[src/rtl/arb_pkg.sv]
// Shared definitions for the round-robin arbiter: FSM state encoding and width helper.
package arb_pkg;

    typedef enum logic [1:0] {
        ARB_IDLE  = 2'd0,
        ARB_ARB   = 2'd1,
        ARB_GRANT = 2'd2
    } arb_state_e;

    // Bit width needed to index n items, never less than one bit.
    function automatic int clog2_min1(input int n);
        return (n < 2) ? 1 : $clog2(n);
    endfunction

endpackage

[src/rtl/rr_pick.sv]
// Rotating priority encoder: first set request strictly after last_grant, wrapping.
module rr_pick
    import arb_pkg::*;
#(
    parameter  int NUM_REQ = 4,
    localparam int IDW     = clog2_min1(NUM_REQ)
) (
    input  logic [NUM_REQ-1:0] req,
    input  logic [IDW-1:0]     last_grant,
    output logic               found,
    output logic [IDW-1:0]     winner
);

    localparam int DW = 2 * NUM_REQ;

    logic [DW-1:0] dbl_req;
    logic [DW-1:0] mask;
    logic [DW-1:0] masked;
    logic [DW-1:0] lowest;

    // The upper copy of req guarantees a hit within NUM_REQ positions of the
    // mask start whenever any request is set, so no upper bound is needed.
    assign dbl_req = {req, req};
    assign mask    = {DW{1'b1}} << (int'(last_grant) + 1);
    assign masked  = dbl_req & mask;
    assign lowest  = masked & (~masked + DW'(1));
    assign found   = |req;

    always_comb begin
        winner = '0;
        for (int p = 0; p < DW; p++) begin
            if (lowest[p]) winner = IDW'(p % NUM_REQ);
        end
    end

endmodule

[src/rtl/rr_arbiter.sv]
// N-way round-robin arbiter with optional hold limit; all outputs decoded from registers.
module rr_arbiter
    import arb_pkg::*;
#(
    parameter  int NUM_REQ  = 4,
    parameter  int MAX_HOLD = 8,
    localparam int IDW      = clog2_min1(NUM_REQ)
) (
    input  logic               clk,
    input  logic               reset,
    input  logic [NUM_REQ-1:0] req,
    output logic [NUM_REQ-1:0] granted_req,
    output logic               grant_valid,
    output logic [IDW-1:0]     grant_id,
    output logic               preempt
);

    localparam int HCW       = clog2_min1(MAX_HOLD);
    localparam int HOLD_LAST = (MAX_HOLD == 0) ? 0 : MAX_HOLD - 1;

    arb_state_e         state_q, state_d;
    logic [IDW-1:0]     cur_id_q, cur_id_d;
    logic [IDW-1:0]     last_grant_q, last_grant_d;
    logic [HCW-1:0]     hold_cnt_q, hold_cnt_d;
    logic               preempt_q, preempt_d;

    logic               pick_found;
    logic [IDW-1:0]     pick_winner;
    logic [NUM_REQ-1:0] cur_onehot;
    logic               cur_valid;
    logic               others;
    logic               hold_full;

    rr_pick #(.NUM_REQ(NUM_REQ)) u_pick (
        .req        (req),
        .last_grant (last_grant_q),
        .found      (pick_found),
        .winner     (pick_winner)
    );

    assign cur_onehot = NUM_REQ'(1) << cur_id_q;
    assign cur_valid  = int'(cur_id_q) < NUM_REQ;
    assign others     = |(req & ~cur_onehot);
    assign hold_full  = hold_cnt_q == HCW'(HOLD_LAST);

    always_comb begin
        state_d      = state_q;
        cur_id_d     = cur_id_q;
        last_grant_d = last_grant_q;
        hold_cnt_d   = hold_cnt_q;
        preempt_d    = 1'b0;
        case (state_q)
            ARB_IDLE: begin
                if (|req) state_d = ARB_ARB;
            end
            ARB_ARB: begin
                if (pick_found) begin
                    state_d      = ARB_GRANT;
                    cur_id_d     = pick_winner;
                    last_grant_d = pick_winner;
                    hold_cnt_d   = '0;
                end else begin
                    state_d = ARB_IDLE;
                end
            end
            ARB_GRANT: begin
                if (!cur_valid) begin
                    state_d  = ARB_IDLE;
                    cur_id_d = '0;
                end else if (!(|(req & cur_onehot))) begin
                    state_d = others ? ARB_ARB : ARB_IDLE;
                end else if ((MAX_HOLD != 0) && hold_full && others) begin
                    state_d   = ARB_ARB;
                    preempt_d = 1'b1;
                end else if (!hold_full) begin
                    hold_cnt_d = hold_cnt_q + HCW'(1);
                end
            end
            default: begin
                state_d  = ARB_IDLE;
                cur_id_d = '0;
            end
        endcase
    end

    always_ff @(posedge clk) begin
        if (reset) begin
            state_q      <= ARB_IDLE;
            cur_id_q     <= '0;
            last_grant_q <= IDW'(NUM_REQ - 1);
            hold_cnt_q   <= '0;
            preempt_q    <= 1'b0;
        end else begin
            state_q      <= state_d;
            cur_id_q     <= cur_id_d;
            last_grant_q <= last_grant_d;
            hold_cnt_q   <= hold_cnt_d;
            preempt_q    <= preempt_d;
        end
    end

    // An out-of-range cur_id never produces a grant, even for the one cycle before recovery.
    assign grant_valid = (state_q == ARB_GRANT) && cur_valid;
    assign granted_req = grant_valid ? cur_onehot : '0;
    assign grant_id    = grant_valid ? cur_id_q : '0;
    assign preempt     = preempt_q;

endmodule

[config.mk]
export PLATFORM = sky130hd
export DESIGN_NAME = rr_arbiter
export DESIGN_NICKNAME = d
export VERILOG_FILES = /design/src/rtl/arb_pkg.sv /design/src/rtl/rr_pick.sv /design/src/rtl/rr_arbiter.sv
export SDC_FILE = /design/constraint.sdc
export NUM_CORES = 1
export LEC_CHECK = 0
export CORE_AREA = 2 2 39 41
export CTS_BUF_LIST = sky130_fd_sc_hd__clkbuf_4 sky130_fd_sc_hd__clkbuf_8
export DETAILED_ROUTE_END_ITERATION = 10
export DIE_AREA = 0 0 41 43
export PLACE_DENSITY = 0.78
export SYNTH_ARGS = -nofsm -noshare
export SYNTH_HDL_FRONTEND = slang
export SYNTH_SLANG_ARGS = --single-unit
[constraint.sdc]
create_clock -name clk -period 2.4 [get_ports clk]
set_clock_uncertainty 0.1 [all_clocks]
set_input_delay 0.24 -clock clk [delete_from_list [all_inputs] [get_ports clk]]
set_output_delay 0.24 -clock clk [all_outputs]
set_load 0.03 [all_outputs]
==> results of run 1 <==
## through the flow
stage	power, uW	util [%]	instance area, um^2	cells	setup WS [ns]
2_1_floorplan	322	-	658	76	0.258
3_3_place_gp	361	56.9	787	101	0.387
3_5_place_dp	366	56.9	787	101	0.326
4_1_cts	476	58.5	810	104	0.196
5_1_grt	505	58.5	810	104	0.0973
6_report	473	58.5	810	104	0.202
## flip-flops by register name, summed over array words and instances (netlist names)
signal        cells
preempt           1
hold_cnt_q        3
state_q           2
cur_id_q          2
last_grant_q      2
## worst max-delay path: cells and delay by family (launching register included)
kind | cells | cell delay [ns]
buffers and inverters | 2 | 0.84
AND/OR/NAND/NOR | 2 | 0.38
flip-flops | 1 | 0.37
## synthesized netlist by cell type, types with 3 or more instances
cell and instances:
dfxtp_1 10, nor2_1 5, nor2b_1 3, nand2_1 7, a21oi_1 7, nand3_1 3
## cells by family (layout without fill, tap and decap cells)
family	after synthesis	after routing	synth area share, %
AOI/OAI and AO/OA	18	18	18.1
adders and majority gates	2	2	3.80
muxes	3	3	6.65
DFF	10	10	30.4
and+or+nand+nor	37	37	36.1
buffers and inverters	6	18	4.94
## per-layer routing
| layer | GRT usage (%) | wire length, um |
|---|---|---|
| met1 | 23.2 | 625 |
| met2 | 28.7 | 652 |
| met3 | 7.85 | 52 |
| met4 | 4.00 | 0 |
| met5 | 0 | 0 |
## layout make-up
| type | count | area, um^2 |
|---|---|---|
| fill | 130 | 574 |
| multi-input combinational | 60 | 425 |
| sequential | 10 | 200 |
| timing repair buffer | 14 | 138 |
| clock buffer | 3 | 22.5 |
| tap | 16 | 20.0 |
| inverter | 1 | 3.75 |
## path summary, 6_finish.rpt
path                                     from  cells after the start  slack [ns]        endpoint
worst max register to register    cur_id_q[0]                      4        0.73      state_q[0]
worst max-delay path               state_q[1]                      4        0.20  granted_req[2]
worst min-delay path            hold_cnt_q[1]                      2        0.38   hold_cnt_q[1]
worst min register to register  hold_cnt_q[1]                      2        0.38   hold_cnt_q[1]
## where the power goes
group | switching (uW) | internal (uW) | total [uW]
combinational | 74.4 | 74.3 | 149
clock | 52.4 | 57.7 | 110
sequential | 28.0 | 186 | 214
total | 155 | 318 | 473
==> summary.txt, run 1 <==
Run status
  – Status: finished clean

Clock tree
  – Hold-fix buffers, CTS: 0
  – Max Buffers Root-to-Sink: 2
  – Reg clk slew, reported paths: roughly 0.060 ns
  – Postcts setup bufs: 0
  – H-tree depth: 1
  – CTS Sinks: 10
  – Post-cts resize count: 0
  – Root buffer cell: clkbuf_4
  – CTS tree: built
  – Worst skew pair latency: 0.26 ns
  – Inserted Clock Buffers: 3

Setup path
  – Worst-path fanout max: 7
  – CP Class: reg2out
  – Slowest cell on crit path: clkdlybuf4s50_1
  – Crit path largest cell delay: between 0.6 and 0.7 ns
  – Startpoint class of the critical path: register
  – Crit end category: output pin
  – Worst Path Required: 2.06 ns
  – WP data arrival: 1.86 ns
  – Critical path cell sequence: nor2b_1, buf_4, and3b_1, clkdlybuf4s50_1

STA
  – RSZ-0062 raised after global routing: no
  – Final hold vios: 0
  – Highest clock rate: approximately 450 MHz
  – Final slew viol count: 0
  – Hold_ws: 0.382 ns
  – Final period util: just over 90%
  – Worst Tran Pin Value: roughly 0.44 ns
  – Final setup fails: 0
  – Tmin final: between 2 and 2.5 ns
  – Slew HR: slightly above 70%
  – Setup TNS: 0 ns

Synth
  – Syn Inst Count: 76
  – Seq/Total Area, Yosys: between 30% and 40%
  – Netlist Area Pre-Place: between 600 and 700 um^2
  – Syn Nets: 84
  – Post-synth EDFFs: 0
  – Syn Area/Cell: 8.66 um^2
  – Post-synthesis register bit count: 10
  – Synth warn: 0
  – Area contributors post-synth: dfxtp_1 30%, a21oi_1 5.3%, nand2_1 4.0%
  – Area leader, netlist: dfxtp_1
  – Yosys top cell area share: between 30% and 40%
  – Post-synthesis async set-or-reset flop share: 0%
  – Synth cell types: 38
  – Ys flop type: dfxtp_1

Floorplan
  – Die Wd: 41 um
  – # IOs: 14
  – Initial Util: between 40% and 50%
  – Site Rows: 14
  – Die footprint: between 1500 and 2000 um^2
  – Vert. Die Dim: 43 um
  – Area of the core: roughly 1400 um^2

Pwr
  – P_leak: just over 0.0003 uW
  – Worst VDD drop: slightly above 0.3 mV
  – Power density cells: 584 nW/um^2

Drt
  – Routed Antenna Nets: 0
  – Vias per inst: between 5 and 6
  – Routed wire per std cell: between 10 and 15 um
  – Vias: between 500 and 600
  – Number of iterations in the first detailed-routing pass: 4
  – Final wirelength: between 1000 and 1500 um
  – Drt drc: 0
  – Initial DRC Count: 3

Global route
  – Tot GR Track Use: between 10% and 20%
  – Initial antenna violation count: 0
  – Congestion Overflow GR: 0
  – First-pass GRT wire length: 2230 um
  – Vias in the first global route: approximately 510
  – Largest net degree at the start of global routing: 14

Place
  – # port buffers: 13
  – Detailed Place HPWL: around 970 um
  – Gpl congestion: between 0.7 and 0.8

Job
  – Max-Cap Viols: 0

Final layout
  – Most common cell after layout, fill and taps aside: clkdlybuf4s50_1
  – Most frequent cells in the layout: 13 x clkdlybuf4s50_1, 10 x dfxtp_1, 7 x a21oi_1, 7 x nand2_1, 5 x nor2_1
  – Final net count: 98
  – Share of layout cells above drive strength 1: approximately 15%
  – Ant diodes: 0
  – Area grow syn2layout: 23.0%

Min path
  – HP Class: reg2reg
(Power assumes the default switching activity.)
==> run 2, diff against run 1 <==
- CORE_AREA: 2 2 39 41 -> unset
- CORE_UTILIZATION: unset -> 45
- DIE_AREA: 0 0 41 43 -> unset
- PLACE_DENSITY: 0.78 -> 0.72
==> run 2 against run 1 <==
Via count decreased by 1.4%. Die area decreased by 8.2%. Worst setup slack lost 0.00082 ns. Non-clock buffer count did not move. Clock power grew 38%. First-iteration DRC count increased to 6.0 times the previous value. Fmax is essentially flat. Routed wire length shrank 3.5%. Largest cell class unchanged. Sequential cell count did not move. Largest power group unchanged. Utilization rose by 3.1 points. Register-to-register slack hardly changed. Cell count did not move. Critical endpoint unchanged.
==> summary.txt, run 2 (synthesis gave the netlist of run 1 again) <==
Setup path
  – Origin of the critical flop-to-flop path: cur_id_q[0]
  – WP data arrival: 1.86 ns
  – Crit path largest cell delay: approximately 0.66 ns
  – Reg2Reg Capture Point: state_q[0]
  – Crit end category: output pin
  – Slowest cell on crit path: clkdlybuf4s50_1
  – Critical path cell sequence: nor2b_1, buf_4, and3b_1, clkdlybuf4s50_1
  – Reg2reg path depth: 4
  – CP Class: reg2out
  – Worst Path Required: between 2 and 2.5 ns
  – Worst-path fanout max: 8
  – R2R Setup Slk: around 0.72 ns
  – Startpoint class of the critical path: register

Final layout
  – Ant diodes: 0
  – Most common cell after layout, fill and taps aside: clkdlybuf4s50_1
  – Final net count: roughly 100
  – Top reg by flops: hold_cnt_q
  – Area grow syn2layout: 24.9%
  – Most frequent cells in the layout: 13 x clkdlybuf4s50_1, 10 x dfxtp_1, 7 x a21oi_1, 7 x nand2_1, 5 x nor2_1
  – Fillers: between 100 and 150
  – Share of layout cells above drive strength 1: between 10% and 20%
  – Largest register FFs: 3

Place
  – Detailed Place HPWL: 952 um
  – Gpl congestion: between 0.7 and 0.8
  – Place WS: between 0.3 and 0.4 ns
  – # port buffers: 13

Floorplan
  – Die footprint: around 1600 um^2
  – Initial Util: around half
  – Die Wd: 40.2 um
  – Vert. Die Dim: between 40 and 50 um
  – Site Rows: 13
  – # IOs: 14
  – Area of the core: around 1300 um^2

STA
  – Tmin final: 2.20 ns
  – Slew HR: around 71%
  – Final setup fails: 0
  – RSZ-0062 raised after global routing: no
  – Setup TNS: 0 ns
  – Final period util: about 92%
  – Final worst setup slack: just over 0.2 ns
  – Final hold vios: 0
  – Worst Tran Pin Value: 0.433 ns
  – Final slew viol count: 0
  – Highest clock rate: between 400 and 500 MHz

Pwr
  – P_leak: ~0.00031 uW
  – Power density cells: 626 nW/um^2
  – Worst VDD drop: 0.376 mV

Job
  – Max-Cap Viols: 0

Clock tree
  – CTS Sinks: 10
  – Reg clk slew, reported paths: ~0.070 ns
  – Worst skew pair latency: between 0.2 and 0.3 ns
  – CTS tree: built
  – H-tree depth: 1
  – Postcts setup bufs: 0
  – Post-cts resize count: 0
  – Root buffer cell: clkbuf_4
  – Inserted Clock Buffers: 3
  – Hold-fix buffers, CTS: 0
  – Max Buffers Root-to-Sink: 2

Global route
  – First-pass GRT wire length: roughly 2200 um
  – Vias in the first global route: approximately 480
  – Tot GR Track Use: roughly a fifth
  – Largest net degree at the start of global routing: 14
  – Congestion Overflow GR: 0
  – Initial antenna violation count: 0

Drt
  – Vias per inst: roughly 5.6
  – Initial DRC Count: 18
  – Vias: between 500 and 600
  – Routed wire per std cell: 12.3 um
  – Final wirelength: 1280 um
  – Drt drc: 0
  – Routed Antenna Nets: 0
  – Number of iterations in the first detailed-routing pass: 4

Min path
  – Min-delay src: hold_cnt_q[2]
  – HP Class: reg2reg
  – Hold path depth: 2
  – Hold Path End: hold_cnt_q[2]

Run status
  – Status: finished clean
-- run 2: cell types whose count changed in the layout (fill, tap and decap cells not counted) --
cell      before  now
clkbuf_8       0    1
-- run 2: power by group --
group / switching, uW / total (uW) / internal (uW)
clock: 59.8 / 152 / 92.2
combinational: 73.9 / 148 / 74.2
sequential: 28.7 / 214 / 186
-- run 2: layout make-up --
type                    instances  area (um^2)  area share [%]
well taps                      15         18.8            2.28
inverters                       1         3.75           0.457
multi-input cells              60          425            51.8
clock buffers                   4         36.3            4.41
repair buffers                 14          138            16.7
flip-flops and latches         10          200            24.4
-- run 2: worst max-delay path by stage --
stage          startpoint              to  slack [ns]
6_report       state_q[1]  granted_req[2]        0.20
5_1_grt        state_q[1]  granted_req[3]        0.06
2_1_floorplan  state_q[1]  granted_req[1]        0.26
4_1_cts        state_q[1]  granted_req[2]        0.19
3_5_place_dp       req[3]     cur_id_q[1]        0.34
3_3_place_gp       req[3]     cur_id_q[1]        0.39
-- run 2: routing by layer --
metal | wire, um | part of all wire, % | GRT usage [%] | vias up
met5 | 0 | 0 | 0 | -
met4 | 0 | 0 | 2.50 | 0
met3 | 68 | 5.3 | 10.0 | 0
met2 | 593 | 46 | 31.5 | 15
met1 | 621 | 48 | 29.1 | 257
li1 | - | - | - | 307
-- run 2: worst max-delay path, delay by kind of cell (launching register included) --
kind | cells | cell delay [ns]
buffers and inverters | 2 | 0.84
DFF | 1 | 0.38
and+or+nand+nor | 2 | 0.37
-- run 2: per-stage QoR --
| step | power, uW | hold slack, ns | instance area, um^2 | cells | utilization, % |
|---|---|---|---|---|---|
| after CTS | 522 | 0.380 | 822 | 104 | 61.6 |
| after global placement | 363 | 0.370 | 786 | 100 | 58.9 |
| after floorplan | 322 | 0.331 | 658 | 76 | - |
| after detailed placement | 366 | 0.370 | 786 | 100 | 58.9 |
| final | 515 | 0.378 | 822 | 104 | 61.6 |
| after global routing | 553 | 0.396 | 822 | 104 | 61.6 |
